### src/rtl/traffic_pkg.sv
// Shared types and constants for the road-section game sequencer.
package traffic_pkg;

   localparam int unsigned SPEED_W   = 5;
   localparam int unsigned MAX_LANES = 8;
   localparam int unsigned LEVEL_W   = 4;
   localparam int unsigned LIVES_W   = 2;

   typedef logic [SPEED_W-1:0] speed_t;

   typedef enum logic [2:0] {
      IDLE     = 3'd0,
      PLAY     = 3'd1,
      HIT      = 3'd2,
      LEVEL_UP = 3'd3,
      OVER     = 3'd4
   } state_t;

   // Level-0 wait count per lane; higher levels subtract from these.
   localparam speed_t BASE_SPEED [MAX_LANES] = '{5'd4, 5'd6, 5'd3, 5'd8, 5'd5, 5'd7, 5'd2, 5'd9};

endpackage

### src/rtl/traffic_scheduler_if.sv
// Game-logic <-> scheduler signal bundle; master drives the requests, slave is the scheduler.
interface traffic_scheduler_if #(
   parameter int unsigned NUM_LANES = 4
);
   logic                                      Start;
   logic [NUM_LANES-1:0]                      Car_Collision;
   logic [10:0]                               Frog_Y;
   logic [traffic_pkg::SPEED_W*NUM_LANES-1:0] Lane_Speed;
   logic [NUM_LANES-1:0]                      Lane_Direction;
   logic                                      Car_Reset;
   logic                                      Frog_Reset;
   logic                                      Freeze;
   logic [traffic_pkg::LIVES_W-1:0]           Lives;
   logic [traffic_pkg::LEVEL_W-1:0]           Level;
   logic                                      Game_Over;

   modport master (
      output Start, Car_Collision, Frog_Y,
      input  Lane_Speed, Lane_Direction, Car_Reset, Frog_Reset, Freeze, Lives, Level, Game_Over
   );

   modport slave (
      input  Start, Car_Collision, Frog_Y,
      output Lane_Speed, Lane_Direction, Car_Reset, Frog_Reset, Freeze, Lives, Level, Game_Over
   );
endinterface

### src/rtl/lane_cfg.sv
// Registered per-lane wait count and direction derived from the current level.
module lane_cfg
   import traffic_pkg::*;
#(
   parameter speed_t MIN_SPEED = 5'd1
) (
   input  logic               frame_clk,
   input  logic               Reset,
   input  logic [LEVEL_W-1:0] Level,
   input  logic [2:0]         lane_idx,
   output speed_t             Speed,
   output logic               Direction
);
   localparam int unsigned CALC_W = 6;

   logic [CALC_W-1:0] base_w;
   logic [CALC_W-1:0] level_w;
   logic [CALC_W-1:0] floor_w;
   speed_t            speed_c;
   speed_t            reset_speed_c;
   logic              dir_c;

   // Widened subtraction so a high level clamps to the floor instead of wrapping.
   always_comb begin
      base_w        = CALC_W'(BASE_SPEED[lane_idx]);
      level_w       = CALC_W'(Level);
      floor_w       = CALC_W'(MIN_SPEED);
      speed_c       = MIN_SPEED;
      if (base_w >= level_w + floor_w) speed_c = SPEED_W'(base_w - level_w);
      reset_speed_c = (BASE_SPEED[lane_idx] >= MIN_SPEED) ? BASE_SPEED[lane_idx] : MIN_SPEED;
      dir_c         = lane_idx[0] ^ Level[0];
   end

   always_ff @(posedge frame_clk or posedge Reset) begin
      if (Reset) begin
         Speed     <= reset_speed_c;
         Direction <= lane_idx[0];
      end else begin
         Speed     <= speed_c;
         Direction <= dir_c;
      end
   end
endmodule

### src/rtl/traffic_scheduler.sv
// Per-frame game sequencer: lives, level, freezes and re-home pulses for cars and frog.
module traffic_scheduler
   import traffic_pkg::*;
#(
   parameter int unsigned NUM_LANES    = 4,
   parameter int unsigned HIT_FRAMES   = 60,
   parameter int unsigned LEVEL_FRAMES = 90,
   parameter int unsigned START_LIVES  = 3,
   parameter int unsigned MAX_LEVEL    = 15,
   parameter logic [10:0] GOAL_Y       = 11'd40,
   parameter speed_t      MIN_SPEED    = 5'd1
) (
   input logic                frame_clk,
   input logic                Reset,
   traffic_scheduler_if.slave bus
);
   localparam int unsigned MAX_FRAMES = (HIT_FRAMES > LEVEL_FRAMES) ? HIT_FRAMES : LEVEL_FRAMES;
   localparam int unsigned TIMER_W    = (MAX_FRAMES > 1) ? $clog2(MAX_FRAMES) : 1;

   state_t               state_q, state_d;
   logic [LIVES_W-1:0]   lives_q, lives_d;
   logic [LEVEL_W-1:0]   level_q, level_d;
   logic [TIMER_W-1:0]   timer_q, timer_d;
   logic                 car_reset_q, car_reset_d;
   logic                 frog_reset_q, frog_reset_d;
   logic                 freeze_q;
   logic                 game_over_q;
   logic                 start_q;
   logic                 hit_c;
   logic                 goal_c;
   speed_t               lane_speed [NUM_LANES];
   logic [NUM_LANES-1:0] lane_dir;

   always_ff @(posedge frame_clk or posedge Reset) begin
      if (Reset) state_q <= IDLE;
      else       state_q <= state_d;
   end

   // Next state plus the counters and pulses that accompany each transition.
   always_comb begin
      state_d      = state_q;
      lives_d      = lives_q;
      level_d      = level_q;
      timer_d      = '0;
      car_reset_d  = 1'b0;
      frog_reset_d = 1'b0;
      hit_c        = |bus.Car_Collision;
      goal_c       = (bus.Frog_Y <= GOAL_Y);

      unique case (state_q)
         IDLE: begin
            if (bus.Start) begin
               state_d      = PLAY;
               lives_d      = LIVES_W'(START_LIVES);
               level_d      = '0;
               car_reset_d  = 1'b1;
               frog_reset_d = 1'b1;
            end
         end
         PLAY: begin
            if (hit_c) begin
               state_d = HIT;
               lives_d = lives_q - LIVES_W'(1);
            end else if (goal_c) begin
               state_d = LEVEL_UP;
            end
         end
         HIT: begin
            timer_d = timer_q + TIMER_W'(1);
            if (timer_q == TIMER_W'(HIT_FRAMES - 1)) begin
               timer_d = '0;
               if (lives_q == '0) begin
                  state_d = OVER;
               end else begin
                  state_d      = PLAY;
                  frog_reset_d = 1'b1;
               end
            end
         end
         LEVEL_UP: begin
            timer_d = timer_q + TIMER_W'(1);
            if (timer_q == TIMER_W'(LEVEL_FRAMES - 1)) begin
               timer_d      = '0;
               state_d      = PLAY;
               level_d      = (level_q >= LEVEL_W'(MAX_LEVEL)) ? level_q : level_q + LEVEL_W'(1);
               car_reset_d  = 1'b1;
               frog_reset_d = 1'b1;
            end
         end
         OVER: begin
            // Only a fresh press restarts; a Start held across the game-over is ignored.
            if (bus.Start && !start_q) begin
               state_d      = PLAY;
               lives_d      = LIVES_W'(START_LIVES);
               level_d      = '0;
               car_reset_d  = 1'b1;
               frog_reset_d = 1'b1;
            end
         end
         default: state_d = IDLE;
      endcase
   end

   always_ff @(posedge frame_clk or posedge Reset) begin
      if (Reset) begin
         lives_q      <= '0;
         level_q      <= '0;
         timer_q      <= '0;
         car_reset_q  <= 1'b1;
         frog_reset_q <= 1'b1;
         freeze_q     <= 1'b1;
         game_over_q  <= 1'b0;
         start_q      <= 1'b0;
      end else begin
         lives_q      <= lives_d;
         level_q      <= level_d;
         timer_q      <= timer_d;
         car_reset_q  <= car_reset_d;
         frog_reset_q <= frog_reset_d;
         freeze_q     <= (state_d != PLAY);
         game_over_q  <= (state_d == OVER);
         start_q      <= bus.Start;
      end
   end

   for (genvar i = 0; i < NUM_LANES; i++) begin : g_lane
      lane_cfg #(
         .MIN_SPEED (MIN_SPEED)
      ) u_lane_cfg (
         .frame_clk (frame_clk),
         .Reset     (Reset),
         .Level     (level_q),
         .lane_idx  (3'(i)),
         .Speed     (lane_speed[i]),
         .Direction (lane_dir[i])
      );
      assign bus.Lane_Speed[i*SPEED_W +: SPEED_W] = lane_speed[i];
   end

   assign bus.Lane_Direction = lane_dir;
   assign bus.Car_Reset      = car_reset_q;
   assign bus.Frog_Reset     = frog_reset_q;
   assign bus.Freeze         = freeze_q;
   assign bus.Lives          = lives_q;
   assign bus.Level          = level_q;
   assign bus.Game_Over      = game_over_q;
endmodule

### src/flat_wrapper.sv
// flat-port wrapper written by rule: the top's interface ports become plain ports
module traffic_scheduler_flat import traffic_pkg::*;
#(
   parameter int unsigned NUM_LANES    = 4,
   parameter int unsigned HIT_FRAMES   = 60,
   parameter int unsigned LEVEL_FRAMES = 90,
   parameter int unsigned START_LIVES  = 3,
   parameter int unsigned MAX_LEVEL    = 15,
   parameter logic [10:0] GOAL_Y       = 11'd40,
   parameter speed_t      MIN_SPEED    = 5'd1
)
  (frame_clk, Reset, bus_Start, bus_Car_Collision, bus_Frog_Y, bus_Lane_Speed, bus_Lane_Direction, bus_Car_Reset, bus_Frog_Reset, bus_Freeze, bus_Lives, bus_Level, bus_Game_Over);
  traffic_scheduler_if #(.NUM_LANES(NUM_LANES)) bus_i ();
  input logic frame_clk;
  input logic Reset;
  input wire logic [$bits(bus_i.Start)-1:0] bus_Start;
  input wire logic [$bits(bus_i.Car_Collision)-1:0] bus_Car_Collision;
  input wire logic [$bits(bus_i.Frog_Y)-1:0] bus_Frog_Y;
  output wire logic [$bits(bus_i.Lane_Speed)-1:0] bus_Lane_Speed;
  output wire logic [$bits(bus_i.Lane_Direction)-1:0] bus_Lane_Direction;
  output wire logic [$bits(bus_i.Car_Reset)-1:0] bus_Car_Reset;
  output wire logic [$bits(bus_i.Frog_Reset)-1:0] bus_Frog_Reset;
  output wire logic [$bits(bus_i.Freeze)-1:0] bus_Freeze;
  output wire logic [$bits(bus_i.Lives)-1:0] bus_Lives;
  output wire logic [$bits(bus_i.Level)-1:0] bus_Level;
  output wire logic [$bits(bus_i.Game_Over)-1:0] bus_Game_Over;
  assign bus_i.Start = bus_Start;
  assign bus_i.Car_Collision = bus_Car_Collision;
  assign bus_i.Frog_Y = bus_Frog_Y;
  assign bus_Lane_Speed = bus_i.Lane_Speed;
  assign bus_Lane_Direction = bus_i.Lane_Direction;
  assign bus_Car_Reset = bus_i.Car_Reset;
  assign bus_Frog_Reset = bus_i.Frog_Reset;
  assign bus_Freeze = bus_i.Freeze;
  assign bus_Lives = bus_i.Lives;
  assign bus_Level = bus_i.Level;
  assign bus_Game_Over = bus_i.Game_Over;
  traffic_scheduler #(.NUM_LANES(NUM_LANES), .HIT_FRAMES(HIT_FRAMES), .LEVEL_FRAMES(LEVEL_FRAMES), .START_LIVES(START_LIVES), .MAX_LEVEL(MAX_LEVEL), .GOAL_Y(GOAL_Y), .MIN_SPEED(MIN_SPEED)) u_core (.frame_clk(frame_clk), .Reset(Reset), .bus(bus_i));
endmodule
### config.mk
export PLATFORM = sky130hd
export DESIGN_NAME = traffic_scheduler_flat
export DESIGN_NICKNAME = d
export VERILOG_FILES = /design/src/rtl/traffic_pkg.sv /design/src/rtl/traffic_scheduler_if.sv /design/src/rtl/lane_cfg.sv /design/src/rtl/traffic_scheduler.sv /design/src/flat_wrapper.sv
export SDC_FILE = /design/constraint.sdc
export NUM_CORES = 1
export LEC_CHECK = 0
export CAP_MARGIN = 20
export CELL_PAD_IN_SITES_DETAIL_PLACEMENT = 0
export CELL_PAD_IN_SITES_GLOBAL_PLACEMENT = 1
export CORE_MARGIN = 5
export CORE_UTILIZATION = 25
export CTS_BUF_LIST = sky130_fd_sc_hd__clkbuf_8
export DETAILED_ROUTE_END_ITERATION = 16
export PLACE_DENSITY_LB_ADDON = 0.1
export SETUP_SLACK_MARGIN = 0.05
export SLEW_MARGIN = 10
export SYNTH_ARGS = -nofsm -noshare
export SYNTH_HDL_FRONTEND = slang
export SYNTH_SLANG_ARGS = --single-unit
### constraint.sdc
create_clock -name frame_clk -period 2.1 [get_ports frame_clk]
set_input_delay 0.21 -clock frame_clk [delete_from_list [all_inputs] [get_ports frame_clk]]
set_output_delay 0.21 -clock frame_clk [all_outputs]
set_load 0.1 [all_outputs]
After elaboration in Yosys (flattened, before gate mapping)
Index checks and enable logic that the tools add are counted.
{ "word_totals": {"ff_bits": 43, "output_inout_bits": 34} }
{ "op_classes": {"muxes": 31, "bitwise": 1, "reduce_logical": 9, "eq_ne": 13, "n_addsub": 8, "magnitude_cmp": 6} }
{ "op_table": {"columns": ["op", "n"], "rows": [
  ["3-bit 2-to-1 mux", 7],
  ["5-bit 2-to-1 mux", 4],
  ["4-bit 2-to-1 mux", 4],
  ["3-bit one-hot mux with 5 select lines", 1],
  ["7-bit 2-to-1 mux", 2],
  ["7-bit one-hot mux with 2 select lines", 1],
  ["4-bit one-hot mux with 3 select lines", 1],
  ["11-bit by 6-bit less-or-equal comparator with 1-bit output (second input constant)", 1],
  ["3-bit by 4-bit subtractor with 5-bit output (first input constant)", 2],
  ["7-bit by 1-bit adder with 7-bit output (second input constant)", 1],
  ["7-bit by 6-bit equality test with 1-bit output (second input constant)", 1],
  ["7-bit equality test (second input constant)", 1],
  ["3-bit by 2-bit equality test with 1-bit output (second input constant)", 2],
  ["3-bit equality test (second input constant)", 2],
  ["2-bit by 6-bit greater-or-equal comparator with 1-bit output (first input constant)", 1],
  ["3-bit by 6-bit greater-or-equal comparator with 1-bit output (first input constant)", 1],
  ["4-bit by 6-bit greater-or-equal comparator with 1-bit output (first input constant)", 1],
  ["2-bit 2-to-1 mux", 3],
  ["2-bit by 1-bit inequality test with 1-bit output (second input constant)", 3],
  ["2-bit one-hot mux with 3 select lines", 1],
  ["3-bit nonzero test", 2],
  ["4-bit by 1-bit adder with 5-bit output (second input constant)", 1],
  ["3-bit by 5-bit greater-or-equal comparator with 1-bit output (first input constant)", 1],
  ["1-bit 2-to-1 mux", 5],
  ["18 further kinds", 19]
]} }

Longest topological paths before layout
Gate-level depths: netlist (run 1).
{ "depth": {"depth_word": 5, "ltp_mapped": 6, "mapped_depth_nobuf": 6} }

Worst setup path before layout (run 1)
No wires, ideal clock.
{ "synth_path": {"path_kind": "register -> register", "start": "register u_core.level_q[1] (netlist: u_core.bus.Level[1])", "end": "register u_core.g_lane[0].u_lane_cfg.Speed[4]", "arrival_ns": 2.040, "path_slack_ns": -0.027, "setup_ns": 0.087, "stages_incl_launch_ff": 6, "synth_period_minus_slack_ns": 2.127, "cell_sequence": "dfrtp_1 inv_1 ha_1 o21ai_1 nand3_2 a211oi_2"} }
{ "synth_between": {"elab_chain_len": 3, "elab_cells_between_ends": 4, "classes_between": "add/sub: 2; order compare: 1; mux: 1"} }
{ "synth_lines": {"columns": ["item", "line_no", "text"], "rows": [
  ["start: declaration", "traffic_scheduler.sv:22", "logic [LEVEL_W-1:0] level_q, level_d;"],
  ["start signal: assignment", "traffic_scheduler.sv:116", "level_q <= level_d;"],
  ["4-bit by 1-bit adder with 5-bit output", "lane_cfg.sv:29", "if (base_w >= level_w + floor_w) speed_c = SPEED_W'(base_w - level_w);"],
  ["3-bit by 5-bit greater-or-equal comparator with 1-bit output", "lane_cfg.sv:29", null],
  ["5-bit 2-to-1 mux (*)", "lane_cfg.sv:29", null],
  ["net u_core.g_lane[0].u_lane_cfg.speed_c[4]", "lane_cfg.sv:19", "speed_t speed_c;"],
  ["end signal: assignment", "lane_cfg.sv:36", "Speed <= reset_speed_c;"],
  ["end signal: assignment", "lane_cfg.sv:39", "Speed <= speed_c;"],
  ["end: declaration", "lane_cfg.sv:11", "output speed_t Speed,"]
]} }
Mark *: on every way through the listed nets, which the timed path passes. The rest lies on a longest branch.
A chain may end at the register's enable or synchronous reset.

Worst setup path in the final report (run 1)
{ "layout_path": {"start": "register u_core.level_q[1] (netlist: u_core.bus.Level[1])", "end": "register u_core.level_q[1] (netlist: u_core.bus.Level[1])"} }
{ "layout_between": {"elab_chain_len": 4, "elab_cells_between_ends": 7, "classes_between": "add/sub: 1; order compare: 1; eq/ne: 1; mux: 3; reduce/logical: 1"} }
{ "layout_lines": {"columns": ["item", "line_no", "text"], "rows": [
  ["4-bit by 1-bit adder with 4-bit output", "traffic_scheduler.sv:85", "level_d = (level_q >= LEVEL_W'(MAX_LEVEL)) ? level_q : level_q + LEVEL_W'(1);"],
  ["4-bit 2-to-1 mux", "traffic_scheduler.sv:85", null],
  ["4-bit 2-to-1 mux", "traffic_scheduler.sv:82", "if (timer_q == TIMER_W'(LEVEL_FRAMES - 1)) begin"],
  ["4-bit one-hot mux with 3 select lines", "traffic_scheduler.sv:50", "unique case (state_q)"]
]} }
Several ways; a longest one is shown, not always the timed one. The select of a mux whose other input is x is not followed.

==> results of run 1 <==
[cell usage after synthesis (2+ instances only)]
cell type	n	area, µm²
a21oi_1	2	10.0
and2_1	2	12.5
o21ai_1	2	10.0
and3b_1	3	26.3
and3_1	3	18.8
o21ai_0	6	30.0
nand4_1	3	18.8
ha_1	11	138
inv_1	10	37.5
nand3_1	3	15.0
nand2_1	5	18.8
a211oi_2	2	25.0
o21ai_2	2	17.5
buf_4	8	60.1
dfstp_2	10	263
a31oi_1	2	12.5
nor3b_1	2	15.0
nor2_1	21	78.8
nor2b_1	3	18.8
o21bai_1	3	22.5
nor3_1	2	10.0
o22a_1	2	17.5
xor2_1	3	26.3
nand3_2	4	40.0
dfrtp_1	33	826
mux2i_1	3	30.0
xnor2_1	6	52.6
nand2b_1	4	25.0
[layer usage]
metal  wire length [µm]  share of wire [%]
met5                  0                  0
met4                 63                1.4
met3                268                5.9
met2               2270                 50
met1               1930                 43
[through the flow]
step                util (%)  cells  power [mW]  worst slack [ns]  hold slack (ns)
floorplan                  -    181        3.34            0.0810            0.241
global placement        32.1    334        3.89             0.425            0.497
detailed placement      32.1    334        3.87             0.376            0.490
CTS                     33.1    342        4.41             0.356            0.372
global route            33.1    342        4.57             0.214            0.423
finish                  33.1    342        4.32             0.372            0.342
[layout make-up]
cell class                      count  area (µm²)
Sequential cell                    43        1090
Tap cell                          105         131
Fill cell                         866        5470
Inverter                           12        58.8
Multi-Input combinational cell    118         878
Timing Repair Buffer               56         463
Clock buffer                        5        68.8
Clock inverter                      3        16.3
[kinds of logic after synthesis]
group / Yosys count / synth area share (%)
buf+inv: 20 / 5.70
xor+xnor: 10 / 5.10
mux: 3 / 1.44
flops: 43 / 52.2
compound gates: 29 / 10.5
simple gates: 64 / 18.3
fa+ha+maj: 11 / 6.60
other cells: 1 / 0.180
[sequential cells by signal, indices dropped and copies added (netlist names)]
register and cells:
u_core.timer_q 7, u_core.bus.Frog_Reset 1, u_core.bus.Car_Reset 1, u_core.bus.Level 4, u_core.bus.Freeze 1, u_core.bus.Lives 2, u_core.bus.Game_Over 1, u_core.g_lane.u_lane_cfg.Direction 2
u_core.start_q 1, u_core.g_lane.u_lane_cfg.Speed 20, u_core.state_q 3
[power groups by stage]
stage,Sequential (mW),Combinational (mW),Clock (mW)
after global placement,1.29,2.60,0
after floorplan,2.52,0.824,0
after detailed placement,1.29,2.58,0
after CTS,1.28,2.58,0.551
final,1.27,2.54,0.515
after global routing,1.31,2.69,0.576
[critical path: cells and delay by family, from the launching register on]
kind            cells  cell delay (ns)
fa+ha+maj           1             0.32
mux                 1             0.21
compound gates      1             0.28
simple gates        2             0.37
flops               1             0.48
[path summary, 6_finish.rpt]
check	endpoint	slack, ns	cells past startpoint
max	u_core.bus.Level[1]	0.37	5
min	u_core.g_lane[1].u_lane_cfg.Speed[3]	0.34	3
max reg2reg	u_core.bus.Level[1]	0.37	5
min reg2reg	u_core.timer_q[0]	0.50	1
max in group asynchronous	u_core.bus.Level[1]	1.36	3
min in group frame_clk	u_core.start_q	0.45	1
==> run metrics, run 1 <==
outcome complete, no violations; Die X about 100 µm; FF+latch count, synth 43; # hold bufs at CTS 0; Clock Latency Late Sink roughly 0.29 ns; WL/cell about 13 µm; total core area between 8000 and 9000 µm²; largest net degree at the start of global routing between 40 and 50; number of port buffers roughly 50; crit path time final 1.73 ns; router iterations before antenna repair 4; initial antenna violation count 0; max-capacitance violation count 0; most frequent cells in the layout buf_4, dfrtp_1, nor2_1, clkdlybuf4s50_1, ha_1; GRT Resource Usage Total a little under a tenth; Syn Inst Count about 180; first-pass GRT wire length between 7 and 8 mm; GR Util met1 between 10% and 20%; Syn-to-layout area delta 29.8%; Peak supply drop 0.472 mV; cts bufs inserted 5; Switch Pwr around 2.4 mW; grt met2 use approximately 17%; DRT antenna net count 0; Cell Rows 33; Sw Ratio between 50% and 60%; Vias/cell around 4.3; Syn Std Cell Area 2090 µm²; Pins Over Slew Limit 0; Placer Congestion 0.716; crit-path max FO 8; HPWL after DPL around 3.5 mm; clock sink count 43; vias post-DR between 1,000 and 1,500; crit share post-route 82.3%; die height 101 µm; crit-path max cell delay between 0.4 and 0.5 ns; cell area power density between 1500 and 2000 nW/µm²; Design Area, Final between 2000 and 3000 µm²; Slew @ Worst Pin between 0.5 and 0.6 ns; Top Usage Layer GRT met2; met3 GRT Util between 2 and 3%; die area between 10,000 and 15,000 µm²; CP startpoint kind flip-flop; TritonCTS clock tree built; DRC errors left 0; cells along the critical path ha_1 -> nand2_2 -> nand4_1 -> a21oi_2 -> mux2i_1; FF-to-FF Start u_core.bus.Level[1]; 1st-iter DRT viols 21; Gate power share a little under 60%; mean post-synth cell area about 12 µm²; register area share after synthesis a little over half; Max Buffers Root-to-Sink 2; # resized after CTS 0; CTS H-tree lvls 2; Tightest Hold Check Type in2async; syn_nets 210; Post-CTS Setup Repair Bufs 0; register share of total power a little under 30%; ys flop type dfrtp_1; synth unique cells 49; Final nets approximately 270; post-route setup TNS 0 ns; crit path kind reg2reg; I/O Pins 52; Total Wirelength roughly 4.5 mm; CP arrival 1.94 ns; ys async rst share 100%; Pleak ~1.3 nW; Post-synth EDFFs 0; cell internal pwr a little under 2 mW; Slowest-stage cell, CP dfrtp_2; vias in the first global route approximately 1,600; most common cell after layout, fill and taps aside buf_4; clock share of power roughly an eighth; grt ovf 0; YS warnings 0; RSZ-0062 raised after global routing false; FMAX between 500 and 600 MHz; placed cell area 2620 µm²; Initial Util approximately a quarter; endpoints failing setup 0; CTS root buf clkbuf_8; Critical Path End Type flip-flop; worst endpoint required time approximately 2.3 ns; Max Clock Skew 0.00618 ns; Final Hold Viols 0; Ant. Diodes 0; crit path from u_core.bus.Level[1]; Slew headroom between 60% and 70%; clock transition at the registers of the reported paths about 0.08 ns; share of cells above drive strength 1 31.6%
(Power assumes the default switching activity.)
==> inputs of run 2 (changes only) <==
clock period = 1.8 ns   (was 2.1 ns; I/O delays follow)
==> run metrics, run 2 (synthesis results as in run 1) <==
HPWL after DPL 3.48 mm (was 3.47 mm); clock sink count 43 (unchanged); share of cells above drive strength 1 34.4% (was 31.6%); initial antenna violation count 0 (unchanged); largest net degree at the start of global routing 44 (unchanged); I/O Pins 52 (unchanged); Ant. Diodes 0 (unchanged); Pleak 1.36 nW (was 1.26 nW); Setup WS post-layout 0.176 ns (was 0.372 ns); die area 10,300 µm² (unchanged); cts bufs inserted 5 (unchanged); router iterations before antenna repair 4 (unchanged); outcome complete, no violations (unchanged); Syn-to-layout area delta 41.1% (was 29.8%); CTS H-tree lvls 2 (unchanged); GRT Resource Usage Total 9.54% (was 9.53%); Tightest Hold Check Type in2async (unchanged); CP startpoint kind flip-flop (unchanged); worst reg-to-reg path cell count 5 (unchanged); TritonCTS clock tree built (unchanged); Worst R2R End u_core.bus.Level[1] (unchanged); Peak supply drop 0.496 mV (was 0.472 mV); register share of total power 28.8% (was 29.4%); 1st-iter DRT viols 21 (unchanged); Max Clock Skew 0.00531 ns (was 0.00618 ns); fin cells 346 (was 342); Critical Path End Type flip-flop (unchanged); first-pass GRT wire length 7.66 mm (was 7.69 mm); # resized after CTS 0 (unchanged); clock share of power 11.1% (was 11.9%); Tot Pwr 5.36 mW (was 4.32 mW); most common cell after layout, fill and taps aside dfrtp_1 (was buf_4); Gate power share 60.1% (was 58.7%); total core area 8180 µm² (unchanged); largest reg by FF count u_core.g_lane.u_lane_cfg.Speed (unchanged); most frequent cells in the layout dfrtp_1, buf_4, nor2_1, clkdlybuf4s50_1, buf_12 (was buf_4, dfrtp_1, nor2_1, clkdlybuf4s50_1, ha_1); Clock Latency Late Sink 0.29 ns (about the same); CP arrival 1.83 ns (was 1.94 ns); FF-to-FF Start u_core.bus.Level[1] (unchanged); Switch Pwr 2.79 mW (was 2.35 mW); max-capacitance violation count 0 (unchanged); r2r setup slk 0.18 ns (was 0.37 ns); grt ovf 0 (unchanged); cell area power density 1820 nW/µm² (was 1600 nW/µm²); post-route setup TNS 0 ns (unchanged); Pins Over Slew Limit 0 (unchanged); CTS root buf clkbuf_8 (unchanged); Cells after DPL 338 (was 334); Die X 101 µm (unchanged); # hold bufs at CTS 0 (unchanged); Max Buffers Root-to-Sink 2 (unchanged); crit share post-route 90.2% (was 82.3%); DRC errors left 0 (unchanged); RSZ-0062 raised after global routing false (unchanged); cell internal pwr 2.57 mW (was 1.97 mW); FMAX 616 MHz (was 579 MHz); crit-path max FO 8 (unchanged); Total Wirelength 4.48 mm (was 4.54 mm); number of port buffers 51 (unchanged); hold_ws 0.219 ns (was 0.342 ns); Final nets 269 (was 265); worst endpoint required time 2.01 ns (was 2.31 ns); Cell Rows 33 (unchanged); WP buf/inv 0 (unchanged); Final Hold Viols 0 (unchanged); Slowest-stage cell, CP dfrtp_4 (was dfrtp_2); Vias/cell 4.28 (was 4.31); endpoints failing setup 0 (unchanged); max reg flops 20 (unchanged); crit path from u_core.bus.Level[1] (unchanged); CP delay by family, top flip-flops (unchanged); Post-CTS Setup Repair Bufs 0 (unchanged); crit-path max cell delay 0.54 ns (was 0.48 ns); crit path time final 1.62 ns (was 1.73 ns); WL/cell 12.9 µm (was 13.3 µm); Setup WS pre-CTS 0.179 ns (was 0.376 ns); Sw Ratio 52.0% (was 54.4%); Filler cells 829 (was 866); DRT antenna net count 0 (unchanged); Placer Congestion 0.707 (was 0.716); crit path kind reg2reg (unchanged); vias post-DR 1,481 (was 1,475); vias in the first global route 1,542 (was 1,572); clock transition at the registers of the reported paths 0.08 ns (about the same); die height 101 µm (unchanged); cells along the critical path ha_2 -> nand2_2 -> nand4_1 -> a21oi_2 -> mux2i_1 (was ha_1 -> nand2_2 -> nand4_1 -> a21oi_2 -> mux2i_1); Initial Util 25.5% (unchanged)
==> run 2: worst register-to-register path, delay by kind of cell, from the launching register on <==
| kind | cells | cell delay [ns] |
|---|---|---|
| fa+ha+maj | 1 | 0.26 |
| mux | 1 | 0.22 |
| flops | 1 | 0.54 |
| compound gates | 1 | 0.29 |
| simple gates | 2 | 0.23 |
==> run 2: through the flow <==
step,utilization [%],area [µm²]
final,36.0,2940
after floorplan,-,2090
after global placement,35.0,2860
after detailed placement,35.0,2860
after CTS,36.0,2940
after global routing,36.0,2940
==> run 2: worst max-delay path by stage <==
stage	to	slack, ns	cells past startpoint
3_5_place_dp	u_core.bus.Level[1]	0.18	5
6_report	u_core.bus.Level[1]	0.18	5
3_3_place_gp	u_core.bus.Freeze	0.15	6
5_1_grt	u_core.bus.Level[3]	0.07	5
4_1_cts	u_core.bus.Level[1]	0.15	5
2_1_floorplan	u_core.bus.Lives[1]	0.09	4
==> run 2: layer usage <==
layer | vias up | routed length, µm | track usage, %
met5 | - | 0 | 0
met4 | 0 | 68 | 3.37
met3 | 5 | 234 | 2.96
met2 | 37 | 2220 | 16.0
met1 | 707 | 1960 | 11.5
li1 | 732 | - | -
==> run 2: area by class of cell <==
type / count / area, µm² / share of cell area, %
multi-input cells: 118 / 881 / 29.9
inverters: 12 / 58.8 / 2.00
well taps: 105 / 131 / 4.46
clock inverters: 3 / 15.0 / 0.510
clock buffers: 5 / 68.8 / 2.34
repair buffers: 60 / 693 / 23.6
flip-flops and latches: 43 / 1090 / 37.2
==> run 2: power groups by stage <==
stage | clock network [mW] | registers (mW) | logic (mW)
after floorplan | 0 | 2.94 | 0.961
after global placement | 0 | 1.57 | 3.28
after detailed placement | 0 | 1.57 | 3.26
after CTS | 0.638 | 1.55 | 3.27
after global routing | 0.676 | 1.59 | 3.40
final | 0.595 | 1.54 | 3.22
